### src/rtl/jts16_obj_pkg.sv
// Shared types and constants for the object line scanner.
package jts16_obj_pkg;

  typedef enum logic [2:0] {
    IDLE,
    HDR,
    XPOS,
    PITCH,
    OFFS,
    ATTR,
    WB,
    ISSUE
  } state_t;

  // Word indices within one 8-word object table entry
  localparam logic [2:0] W_HDR   = 3'd0;
  localparam logic [2:0] W_XPOS  = 3'd1;
  localparam logic [2:0] W_PITCH = 3'd2;
  localparam logic [2:0] W_OFFS  = 3'd3;
  localparam logic [2:0] W_ATTR  = 3'd4;
  localparam logic [2:0] W_RUN   = 3'd7;

  localparam logic [7:0] END_MARK = 8'hF0;

endpackage

### src/rtl/jts16_obj_zone.sv
// Decodes an object header word {bottom,top} against the line being scanned.
module jts16_obj_zone
  import jts16_obj_pkg::*;
(
  input  logic [15:0] hdr,
  input  logic [7:0]  vline,
  output logic        last_c,
  output logic        bad_c,
  output logic        hit_c,
  output logic        first_c
);

  logic [7:0] top;
  logic [7:0] bottom;

  assign top     = hdr[7:0];
  assign bottom  = hdr[15:8];
  assign last_c  = bottom >= END_MARK;
  assign bad_c   = top >= bottom;
  assign hit_c   = (vline >= top) && (vline < bottom);
  assign first_c = vline == top;

endmodule

### src/rtl/jts16_obj_linescan.sv
// Walks the object table for one line and issues in-zone objects to the drawer.
// Optional per-line issue limit enabled by defining JTS16_OBJ_LIMIT_EN.
module jts16_obj_linescan
  import jts16_obj_pkg::*;
#(
  parameter int unsigned OBJW    = 7,
  parameter int unsigned BANKW   = 3,
  parameter logic [8:0]  PXL_DLY = 9'd8,
  parameter logic [8:0]  VLAST   = 9'd223,
  parameter int unsigned LIMIT   = 32
) (
  input  logic             clk,
  input  logic             rst,
  output logic [OBJW+2:0]  tbl_addr,
  input  logic [15:0]      tbl_dout,
  output logic [15:0]      tbl_din,
  output logic             tbl_we,
  output logic             dr_start,
  input  logic             dr_busy,
  output logic [8:0]       dr_xpos,
  output logic [15:0]      dr_offset,
  output logic [BANKW-1:0] dr_bank,
  output logic [1:0]       dr_prio,
  output logic [5:0]       dr_pal,
  input  logic             hstart,
  input  logic [8:0]       vrender,
  output logic             obj_ovf,
  output logic             scan_done
);

`ifdef JTS16_OBJ_LIMIT_EN
  localparam bit LIMIT_EN = 1'b1;
`else
  localparam bit LIMIT_EN = 1'b0;
`endif

  state_t            state;
  logic              wt;
  logic [OBJW-1:0]   obj;
  logic [OBJW-1:0]   obj_nx;
  logic              obj_last;
  logic [31:0]       cnt;
  logic              ovf;
  logic              first;
  logic [8:0]        xpos;
  logic [15:0]       pitch;
  logic [15:0]       run;
  logic [15:0]       cur;
  logic [5:0]        pal_q;
  logic [BANKW-1:0]  bank_q;
  logic [1:0]        prio_q;
  logic              z_last;
  logic              z_bad;
  logic              z_hit;
  logic              z_first;

  assign obj_nx   = obj + OBJW'(1);
  assign obj_last = &obj;
  assign obj_ovf  = LIMIT_EN ? ovf : 1'b0;

  jts16_obj_zone u_zone (
    .hdr     (tbl_dout),
    .vline   (vrender[7:0]),
    .last_c  (z_last),
    .bad_c   (z_bad),
    .hit_c   (z_hit),
    .first_c (z_first)
  );

  // Every read state spends one cycle letting the registered RAM catch up (wt)
  always_ff @(posedge clk) begin
    if (rst) begin
      state     <= IDLE;
      wt        <= 1'b0;
      obj       <= '0;
      cnt       <= '0;
      ovf       <= 1'b0;
      first     <= 1'b0;
      xpos      <= '0;
      pitch     <= '0;
      run       <= '0;
      cur       <= '0;
      pal_q     <= '0;
      bank_q    <= '0;
      prio_q    <= '0;
      tbl_addr  <= '0;
      tbl_din   <= '0;
      tbl_we    <= 1'b0;
      dr_start  <= 1'b0;
      dr_xpos   <= '0;
      dr_offset <= '0;
      dr_bank   <= '0;
      dr_prio   <= '0;
      dr_pal    <= '0;
      scan_done <= 1'b1;
    end else begin
      dr_start <= 1'b0;
      tbl_we   <= 1'b0;
      if (hstart) begin
        wt <= 1'b0;
        if (vrender <= VLAST) begin
          state     <= HDR;
          wt        <= 1'b1;
          obj       <= '0;
          cnt       <= '0;
          ovf       <= 1'b0;
          scan_done <= 1'b0;
          tbl_addr  <= {OBJW'(0), W_HDR};
        end else begin
          state     <= IDLE;
          scan_done <= 1'b1;
        end
      end else if (wt) begin
        wt <= 1'b0;
      end else begin
        case (state)
          HDR: begin
            if (z_last) begin
              state     <= IDLE;
              scan_done <= 1'b1;
            end else if (z_bad || !z_hit) begin
              if (obj_last) begin
                state     <= IDLE;
                scan_done <= 1'b1;
              end else begin
                obj      <= obj_nx;
                tbl_addr <= {obj_nx, W_HDR};
                wt       <= 1'b1;
              end
            end else if (LIMIT_EN && (cnt >= LIMIT)) begin
              ovf       <= 1'b1;
              state     <= IDLE;
              scan_done <= 1'b1;
            end else begin
              first    <= z_first;
              tbl_addr <= {obj, W_XPOS};
              wt       <= 1'b1;
              state    <= XPOS;
            end
          end
          XPOS: begin
            xpos     <= tbl_dout[8:0];
            tbl_addr <= {obj, W_PITCH};
            wt       <= 1'b1;
            state    <= PITCH;
          end
          PITCH: begin
            pitch    <= tbl_dout;
            tbl_addr <= {obj, first ? W_OFFS : W_RUN};
            wt       <= 1'b1;
            state    <= OFFS;
          end
          // Offset drawn now, and the one the next line starts from
          OFFS: begin
            cur      <= tbl_dout;
            run      <= tbl_dout + pitch;
            tbl_addr <= {obj, W_ATTR};
            wt       <= 1'b1;
            state    <= ATTR;
          end
          ATTR: begin
            pal_q    <= tbl_dout[13:8];
            bank_q   <= tbl_dout[4 +: BANKW];
            prio_q   <= tbl_dout[1:0];
            tbl_addr <= {obj, W_RUN};
            tbl_din  <= run;
            tbl_we   <= 1'b1;
            state    <= WB;
          end
          WB: begin
            state <= ISSUE;
          end
          ISSUE: begin
            if (!dr_busy) begin
              dr_xpos   <= xpos + PXL_DLY;
              dr_offset <= cur;
              dr_bank   <= bank_q;
              dr_prio   <= prio_q;
              dr_pal    <= pal_q;
              dr_start  <= 1'b1;
              cnt       <= cnt + 32'd1;
              if (obj_last) begin
                state     <= IDLE;
                scan_done <= 1'b1;
              end else begin
                obj      <= obj_nx;
                tbl_addr <= {obj_nx, W_HDR};
                wt       <= 1'b1;
                state    <= HDR;
              end
            end
          end
          default: state <= IDLE;
        endcase
      end
    end
  end

endmodule

### config.mk
export PLATFORM = sky130hd
export DESIGN_NAME = jts16_obj_linescan
export DESIGN_NICKNAME = d
export VERILOG_FILES = /design/src/rtl/jts16_obj_pkg.sv /design/src/rtl/jts16_obj_zone.sv /design/src/rtl/jts16_obj_linescan.sv
export SDC_FILE = /design/constraint.sdc
export NUM_CORES = 1
export LEC_CHECK = 0
export ABC_CLOCK_PERIOD_IN_PS = 2100
export BUFFER_PORTS_ARGS = -buffer_cell sky130_fd_sc_hd__buf_2
export CAP_MARGIN = 15
export CORE_UTILIZATION = 51
export DETAILED_ROUTE_END_ITERATION = 8
export PLACE_DENSITY_LB_ADDON = 0.1
export SETUP_SLACK_MARGIN = 0.2
export SYNTH_ARGS = -nofsm -noshare
export SYNTH_HDL_FRONTEND = slang
export SYNTH_SLANG_ARGS = --single-unit
### constraint.sdc
create_clock -name clk -period 2.1 [get_ports clk]
set_clock_uncertainty 0.05 [all_clocks]
set_input_delay 0.42 -clock clk [delete_from_list [all_inputs] [get_ports clk]]
set_output_delay 0.42 -clock clk [all_outputs]
set_load 0.05 [all_outputs]
; ---- Yosys cells after proc, flatten, opt, wreduce, memory -nomap -nowiden
; Index checks and enable logic that the tools add are counted.
[word_totals]
reg_bits = 145
output_inout_bits = 66
elab_cells = 113
inputBits = 29
[op_classes]
bitwise_logic = 6
order_cmp = 5
n_reduce_logical = 19
n_mux = 44
eq_ne = 15
add_sub_neg = 3
[op_table]
columns = operator, n
row1 = two-way mux 10 bit, 7
row2 = one-hot mux 10 bit (6 select lines), 1
row3 = two-way mux 7 bit, 7
row4 = two-way mux 3 bit, 7
row5 = one-hot mux 3 bit (7 select lines), 1
row6 = two-way mux 1 bit, 18
row7 = adder 16 bit, 1
row8 = >= comparator 8 bit, 2
row9 = AND reduction 3 bit, 5
row10 = one-hot mux 7 bit (2 select lines), 1
row11 = equality test 3 bit (second input constant), 4
row12 = AND reduction 5 bit, 2
row13 = adder 9 x 4 -> 9 bit (second input constant), 1
row14 = <= comparator 9 x 8 -> 1 bit (second input constant), 1
row15 = inequality test 3 bit (second input constant), 3
row16 = equality test 8 bit, 1
row17 = >= comparator 8 bit (second input constant), 1
row18 = less-than comparator 8 bit, 1
row19 = AND reduction 4 bit, 2
row20 = adder 7 x 1 -> 7 bit (second input constant), 1
row21 = AND reduction 7 bit, 1
row22 = nonzero test 7 bit, 1
row23 = equality test 3 x 2 -> 1 bit (second input constant), 2
row24 = NOT 1 bit, 6
row25 = other kinds (14), 15

; ---- Logic depth before layout (Yosys ltp)
; Gate-level depths: netlist of run 1.
[depth]
depth_word = 9
ltp_mapped = 10

; ---- Hierarchy
; From an unflattened synthesis of run 1, not the netlist that was laid out.
[unflattened]
hier_cells = 900
area_unflattened_um2 = 6976.7
[by_module_without_submodules]
columns = mod, area_per_inst_um2, n_inst, cells_per_inst
row1 = jts16_obj_linescan, 6429.9, 1, 826
row2 = jts16_obj_zone, 546.8, 1, 74

; ---- Least setup slack after synthesis of run 1
; Ideal clock, no wire load.
[synth_path]
kind = input port to flip-flop
startpoint = input port tbl_dout[0]
endpoint = register run[14]
arrival_time_ns = 2.189
required_time_ns = 1.990
path_stages = 10
path_slack_ns = -0.199
path_buffers = 0
path_cell_list = ha_1 -> inv_1 -> fa_1 -> and2b_1 -> o21ai_1 -> a21oi_1 -> o21ai_1 -> a21o_1 -> a2111oi_0 -> a311o_1
[synth_between]
elab_chain_cells = 1
[synth_lines]
columns = element, line
row1 = "start, declared", jts16_obj_linescan.sv:15  ; input logic [15:0] tbl_dout,
row2 = adder 16 bit, jts16_obj_linescan.sv:156  ; run <= tbl_dout + pitch;
row3 = "end signal, assigned", jts16_obj_linescan.sv:156
row4 = "end, declared", jts16_obj_linescan.sv:47  ; logic [15:0] run;
; Every way passes these cells.
; A chain may end at the register's enable or synchronous reset.

; ---- Worst setup path in the final report of run 1
[layout_path]
startpoint = register pitch[0]
endpoint = register run[14]
[layout_between]
elab_chain_cells = 1
[layout_lines]
columns = element, line
row1 = "start, declared", jts16_obj_linescan.sv:46  ; logic [15:0] pitch;
row2 = "start signal, assigned", jts16_obj_linescan.sv:148  ; pitch <= tbl_dout;
row3 = adder 16 bit, jts16_obj_linescan.sv:156
; Every way passes these cells.

==> flow_summary.yaml, run 1 <==
setup_path:
  endpoint_kind: "flip-flop"
  crit_family: "compound AO/OA/AOI/OAI gates"
  critical_path.slowest_cell: "dfxtp_2"
  cpPeakStageDelay_ps: 350
  path_cells: "ha_4, inv_2, fa_2, and2b_1, o21ai_2, a21oi_2, o21ai_2, a21o_1, a2111oi_4, a311o_1"
  critPathRequiredTime_ps: 2420
  startpoint_type: "flip-flop"
  critPathKind: "flip-flop to flip-flop"
  crit_buf_inv: 1
  critPathArrivalTime_ps: 2500
  path_common_cell: "o21ai_2"
  crit_fanout: 3
floorplan:
  rows: 42
  initial_utilization_pct: 53.05
  pin_count: 95
  die-area_mm2: 0.01447
  core_mm2: 0.01345
  die-height_um: 120.3
  die_x_um: 120.3
routing:
  firstDrtPassIters: 4
  num_vias: 7037
  ant_nets: 0
  drt_iter0_drc: 431
  drt-total-wl_mm: 20.99
  wl_per_cell_um: 16.55
  vias_per_cell: 5.550
  drc: 0
logic_synthesis:
  async_reset_ff_share_pct: 0
  synth-seq-area-share_pct: 40.67
  synth.net_count: 975
  ys_ff_latch: 145
  synth_edf_count: 0
  yosys.area.top_type_share_pct: 40.67
  yosysWarnings: 0
  syn_area_per_cell_um2: 7.886
  yosys.area.top_type: "dfxtp_1"
  synth_top_flop_cell: "dfxtp_1"
  synth_cells: 905
  ys_top_cells_by_area: "dfxtp_1, nand2_1, a21oi_1"
  ys_types: 78
  syn_area_mm2: 0.007137
status:
  status: "complete, but fails checks"
  failed_checks: "negative setup slack"
final_layout:
  syn_to_final_growth_pct: 37.36
  stdcell_count: 1268
  final_area_mm2: 0.009803
  final_net_count: 1149
  antenna_cells: 0
  layout-drive-gt1-share_pct: 32.60
timing:
  rsz0062_at_grt: "yes"
  drv_slew: 0
  timing.final.ws_setup_ps: -74.36
  period_needed_ps: 2174
  setup_viol_count_final: 2
  fin_hold_ws_ps: 240.3
  hold_viol: 0
  max_freq_mhz: 459.9
  min_period_over_period_pct: 103.5
  max_slew_margin_pct: 66.00
  worst_pin_slew_ps: 510.0
place:
  placed_cell_area_mm2: 0.008673
  io_buffers: 93
  placedCellCount: 1228
  hpwl_mm: 14.26
  globalplace.congestion: 0.9573
cts:
  cts_tree: "built"
  clock_latency_ps: 430
  h-tree-depth: 4
  path_clk_slew_ps: 60
  cts_max_path_buffers: 2
  cts.sinks: 145
  cts_buffers: 17
  cts-hold-fix-buffers: 0
  cts-root-buf: "clkbuf_16"
min_path:
  hold_class: "input pin to flip-flop"
global_route:
  overflow: 0
  grt_pass1_vias: 6602
  antenna_found_initial: 0
  grt_pass1_wl_mm: 33.06
  grt_usage_pct: 29.33
  grt_max_degree: 109
power_and_ir_drop:
  p_leak_nw: 3.913
  cellPowerDensity_mw_per_mm2: 683.4
  max-vdd-ir-drop_v: 0.0005414
run:
  max_cap_violations: 0
[power by group]
part	leakage [nW]	switching [W]	internal, W
Clock	0.284	0.00126	0.00183
Combinational	2.46	0.000474	0.000345
Sequential	1.17	0.0000179	0.00277
Total	3.91	0.00175	0.00495
[synthesized netlist by cell type, types with 5 or more instances]
library cell	n
and3_1	6
a211oi_1	13
nor2_1	46
o211ai_1	6
o21ai_0	21
a21oi_1	145
dfxtp_1	145
ha_1	40
a21o_1	6
xor2_1	8
buf_2	12
o31ai_1	5
clkbuf_1	30
xnor2_1	7
o21ai_1	8
nor3_1	9
nand3_1	26
nand4_1	9
inv_1	28
nand2_1	235
[worst register-to-register path, delay by kind of cell, from the launching register on]
family | cells | cell delay (ps)
AO/OA/AOI/OAI | 6 | 990
buffers and inverters | 1 | 40
AND/OR/NAND/NOR | 1 | 240
flip-flops | 1 | 350
adder cells (fa/ha/maj) | 2 | 450
[per-layer routing]
layer  GRT usage [%]  vias to the layer above  routed length, um  part of all wire [%]
li1                -                     3501                  -                     -
met1           39.06                     3310               9540                    45
met2           47.13                      196              10030                    48
met3           5.377                       30                993                   4.7
met4           11.11                        0                427                   2.0
met5               0                        -                  0                     0
[registers in the layout, indices dropped and copies added (netlist names), 2 cells and up]
signal / count
cur: 16
dr_offset: 16
pitch: 16
run: 16
tbl_din: 16
tbl_addr: 10
dr_xpos: 9
xpos: 9
obj: 7
dr_pal: 6
pal_q: 6
bank_q: 3
dr_bank: 3
state: 3
dr_prio: 2
prio_q: 2
[logic make-up after synthesis]
| group | after synthesis | share of synthesized area (%) |
|---|---|---|
| compound gates | 251 | 21.72 |
| xor+xnor | 16 | 2.069 |
| flops | 145 | 40.67 |
| other cells | 1 | 0.05254 |
| buf+inv | 81 | 5.172 |
| mux | 2 | 0.2805 |
| fa+ha+maj | 41 | 7.293 |
| simple gates | 368 | 22.74 |
[metrics by stage]
stage	util [%]	power, W	TNS (ps)	worst slack (ps)
2_1_floorplan	-	0.003242	-255.1	-101.1
3_3_place_gp	64.47	0.003545	-8150	-381.3
3_5_place_dp	64.47	0.003549	-9398	-417.8
4_1_cts	70.55	0.006676	-32.46	-32.46
5_1_grt	72.87	0.006938	-455.7	-180.8
6_report	72.87	0.006699	-107.4	-74.36
[worst paths after layout]
| kind | slack, ps | startpoint | to | cells past startpoint |
|---|---|---|---|---|
| setup reg to reg | -70 | pitch[0]$_SDFFE_PP0P_ | run[14]$_SDFFE_PP0P_ | 10 |
| hold / removal | 240 | rst | tbl_addr[1]$_SDFFE_PP0P_ | 2 |
| setup / recovery | -70 | pitch[0]$_SDFFE_PP0P_ | run[14]$_SDFFE_PP0P_ | 10 |
| hold reg to reg | 400 | tbl_din[8]$_SDFFE_PP0P_ | tbl_din[8]$_SDFFE_PP0P_ | 2 |
[cell type report]
cell class	count	area [um^2]
timing repair buffer	207	1499
multi-input combinational	679	4413
sequential	145	2910
clock buffer	19	452.9
tap	176	220.2
clock inverter	13	153.9
inverter	29	153.9
fill	1075	3650
[placed cells by master (no fill, tap or decap), drive strengths merged, types with 7 or more instances in the layout]
| cell | instances |
|---|---|
| clkbuf | 19 |
| nor2 | 47 |
| and3 | 8 |
| dfxtp | 145 |
| o211ai | 7 |
| nand4 | 9 |
| xor2 | 9 |
| buf | 207 |
| o21ai | 30 |
| ha | 40 |
| nand3 | 26 |
| nand2 | 237 |
| a211oi | 14 |
| a21oi | 147 |
| xnor2 | 7 |
| nor3 | 12 |
| inv | 31 |
[timing repair]
| item | 4_1_cts | 5_1_grt |
|---|---|---|
| resized for setup | 51 | 67 |
| setup buffers | 4 | 4 |
| gates cloned | 0 | 0 |
| endpoints found under the setup margin | 30 | 42 |
| pin swaps | 28 | 44 |
(Power assumes the default switching activity.)
==> run 2, diff against run 1 <==
Settings changed: ABC_CLOCK_PERIOD_IN_PS 2100 to 2400, CORE_MARGIN set to 3, TNS_END_PERCENT set to 20.
Clock period 2.1 ns to 2.4 ns, I/O delays scaled along.
==> flow_summary.yaml, run 2 (synthesis results as in run 1) <==
timing:
  rsz0062_at_grt: "yes"
  hold_viol: 0
  min_period_over_period_pct: 94.65
  fin_hold_ws_ps: 329.1
  timing.final.ws_setup_ps: 128.4
  setup_viol_count_final: 0
  max_freq_mhz: 440.2
  period_needed_ps: 2272
  max_slew_margin_pct: 58.05
  worst_pin_slew_ps: 629.3
  drv_slew: 0
setup_path:
  critPathKind: "flip-flop to flip-flop"
  rr_startpoint: "pitch[0]$_SDFFE_PP0P_"
  crit_start: "pitch[0]$_SDFFE_PP0P_"
  crit_fanout: 3
  reg2reg_depth: 11
  critPathArrivalTime_ps: 2580
  startpoint_type: "flip-flop"
  endpoint_kind: "flip-flop"
  critPathRequiredTime_ps: 2710
global_route:
  overflow: 0
  antenna_found_initial: 0
  grt_pass1_vias: 6246
  grt_max_degree: 44
  grt_usage_pct: 24.49
  grt_pass1_wl_mm: 31.11
routing:
  drt-total-wl_mm: 19.50
  wl_per_cell_um: 15.88
  firstDrtPassIters: 5
  ant_nets: 0
  vias_per_cell: 5.537
  drc: 0
  drt_iter0_drc: 453
  num_vias: 6800
floorplan:
  die-height_um: 124.3
  die_x_um: 124.3
  pin_count: 95
  initial_utilization_pct: 53.05
  core_mm2: 0.01345
  rows: 42
  die-area_mm2: 0.01545
min_path:
  hold_class: "input pin to flip-flop"
  worstHoldStart: "tbl_dout[7]"
  min_delay_path_depth: 3
cts:
  cts.sinks: 145
  cts-root-buf: "clkbuf_16"
  clock_latency_ps: 420
  path_clk_slew_ps: 60
  cts_max_path_buffers: 2
  cts_tree: "built"
  cts-hold-fix-buffers: 0
  cts_buffers: 17
  h-tree-depth: 4
place:
  placed_cell_area_mm2: 0.008205
  io_buffers: 93
  hpwl_mm: 14.16
  place_ws_ps: -186.0
  globalplace.congestion: 0.8926
final_layout:
  ff_latch_area_mm2: 0.002904
  fin_util_pct: 66.09
  multi_input_area_mm2: 0.003988
  final_area_mm2: 0.008891
  syn_to_final_growth_pct: 24.58
  layout-drive-gt1-share_pct: 22.81
  antenna_cells: 0
  most-common-layout-cells: "nand2_1, dfxtp_1, a21oi_1, buf_2, buf_4"
  layout_commonest_cell: "nand2_1"
  final_net_count: 1111
  n_fill_cell: 1213
status:
  status: "completed"
run:
  max_cap_violations: 0
power_and_ir_drop:
  max-vdd-ir-drop_v: 0.0004533
  p_total_w: 0.005665
  p_leak_nw: 3.628
  cellPowerDensity_mw_per_mm2: 637.2
[run 2: cell types whose count changed in the layout (fill, tap and decap cells not counted), moves of 5 or more]
cell / delta
dfxtp_1: +5
buf_6: -10
dfxtp_2: -5
ha_1: +18
ha_4: -15
o21ai_2: -5
a21oi_2: -10
o21ai_0: +10
buf_4: -36
buf_2: +14
a21oi_1: +10
inv_1: +11
[run 2: report_power, final]
group / leakage [nW] / switching, W / internal [W]
Sequential: 1.17 / 0.0000173 / 0.00242
Clock: 0.292 / 0.000994 / 0.00167
Combinational: 2.17 / 0.000348 / 0.000207
Total: 3.63 / 0.00136 / 0.00431
[run 2: final timing paths]
check / end / slack (ps)
setup / recovery: run[12]$_SDFFE_PP0P_ / 130
hold / removal: cur[7]$_SDFFE_PP0P_ / 330
setup reg to reg: run[12]$_SDFFE_PP0P_ / 130
hold reg to reg: tbl_din[9]$_SDFFE_PP0P_ / 400
[run 2: what timing repair did]
item | 4_1_cts | 5_1_grt
setup endpoints to repair | 2 | 27
setup buffers | 2 | 1
hold endpoints to repair | 0 | 0
resized for setup | 1 | 15
gates cloned | 0 | 0
pin swaps | 1 | 4
[run 2: worst max-delay path, stage by stage, from the launching register on]
cell      delay [ps]
dfxtp_2          340
ha_4             130
inv_2             30
fa_2             330
and2b_1          230
o21ai_2           80
a21oi_2          200
o21ai_2          100
buf_4            160
a311o_1          290
nor4_2           130
nand3b_1         130
[run 2: per-stage QoR]
stage                     std cells  TNS (ps)
after CTS                      1227         0
final                          1228         0
after detailed placement       1195     -2027
after global routing           1228    -11.45
after global placement         1195     -1436
after floorplan                 905         0
[run 2: layer usage]
layer | up-vias | track usage (%) | wire length (um) | part of all wire [%]
met5 | - | 0 | 0 | 0
met4 | 0 | 8.897 | 441 | 2.3
met3 | 30 | 5.232 | 1117 | 5.7
met2 | 195 | 38.17 | 8847 | 45
met1 | 3156 | 33.53 | 9090 | 47
li1 | 3419 | - | - | -
[run 2: area by class of cell]
cell class                      count  share of cell area [%]
Clock buffer                       20                   5.137
Inverter                           29                   1.252
Clock inverter                     10                   1.520
Timing Repair Buffer              169                   12.10
Tap cell                          176                   2.477
Multi-Input combinational cell    679                   44.85
Sequential cell                   145                   32.66
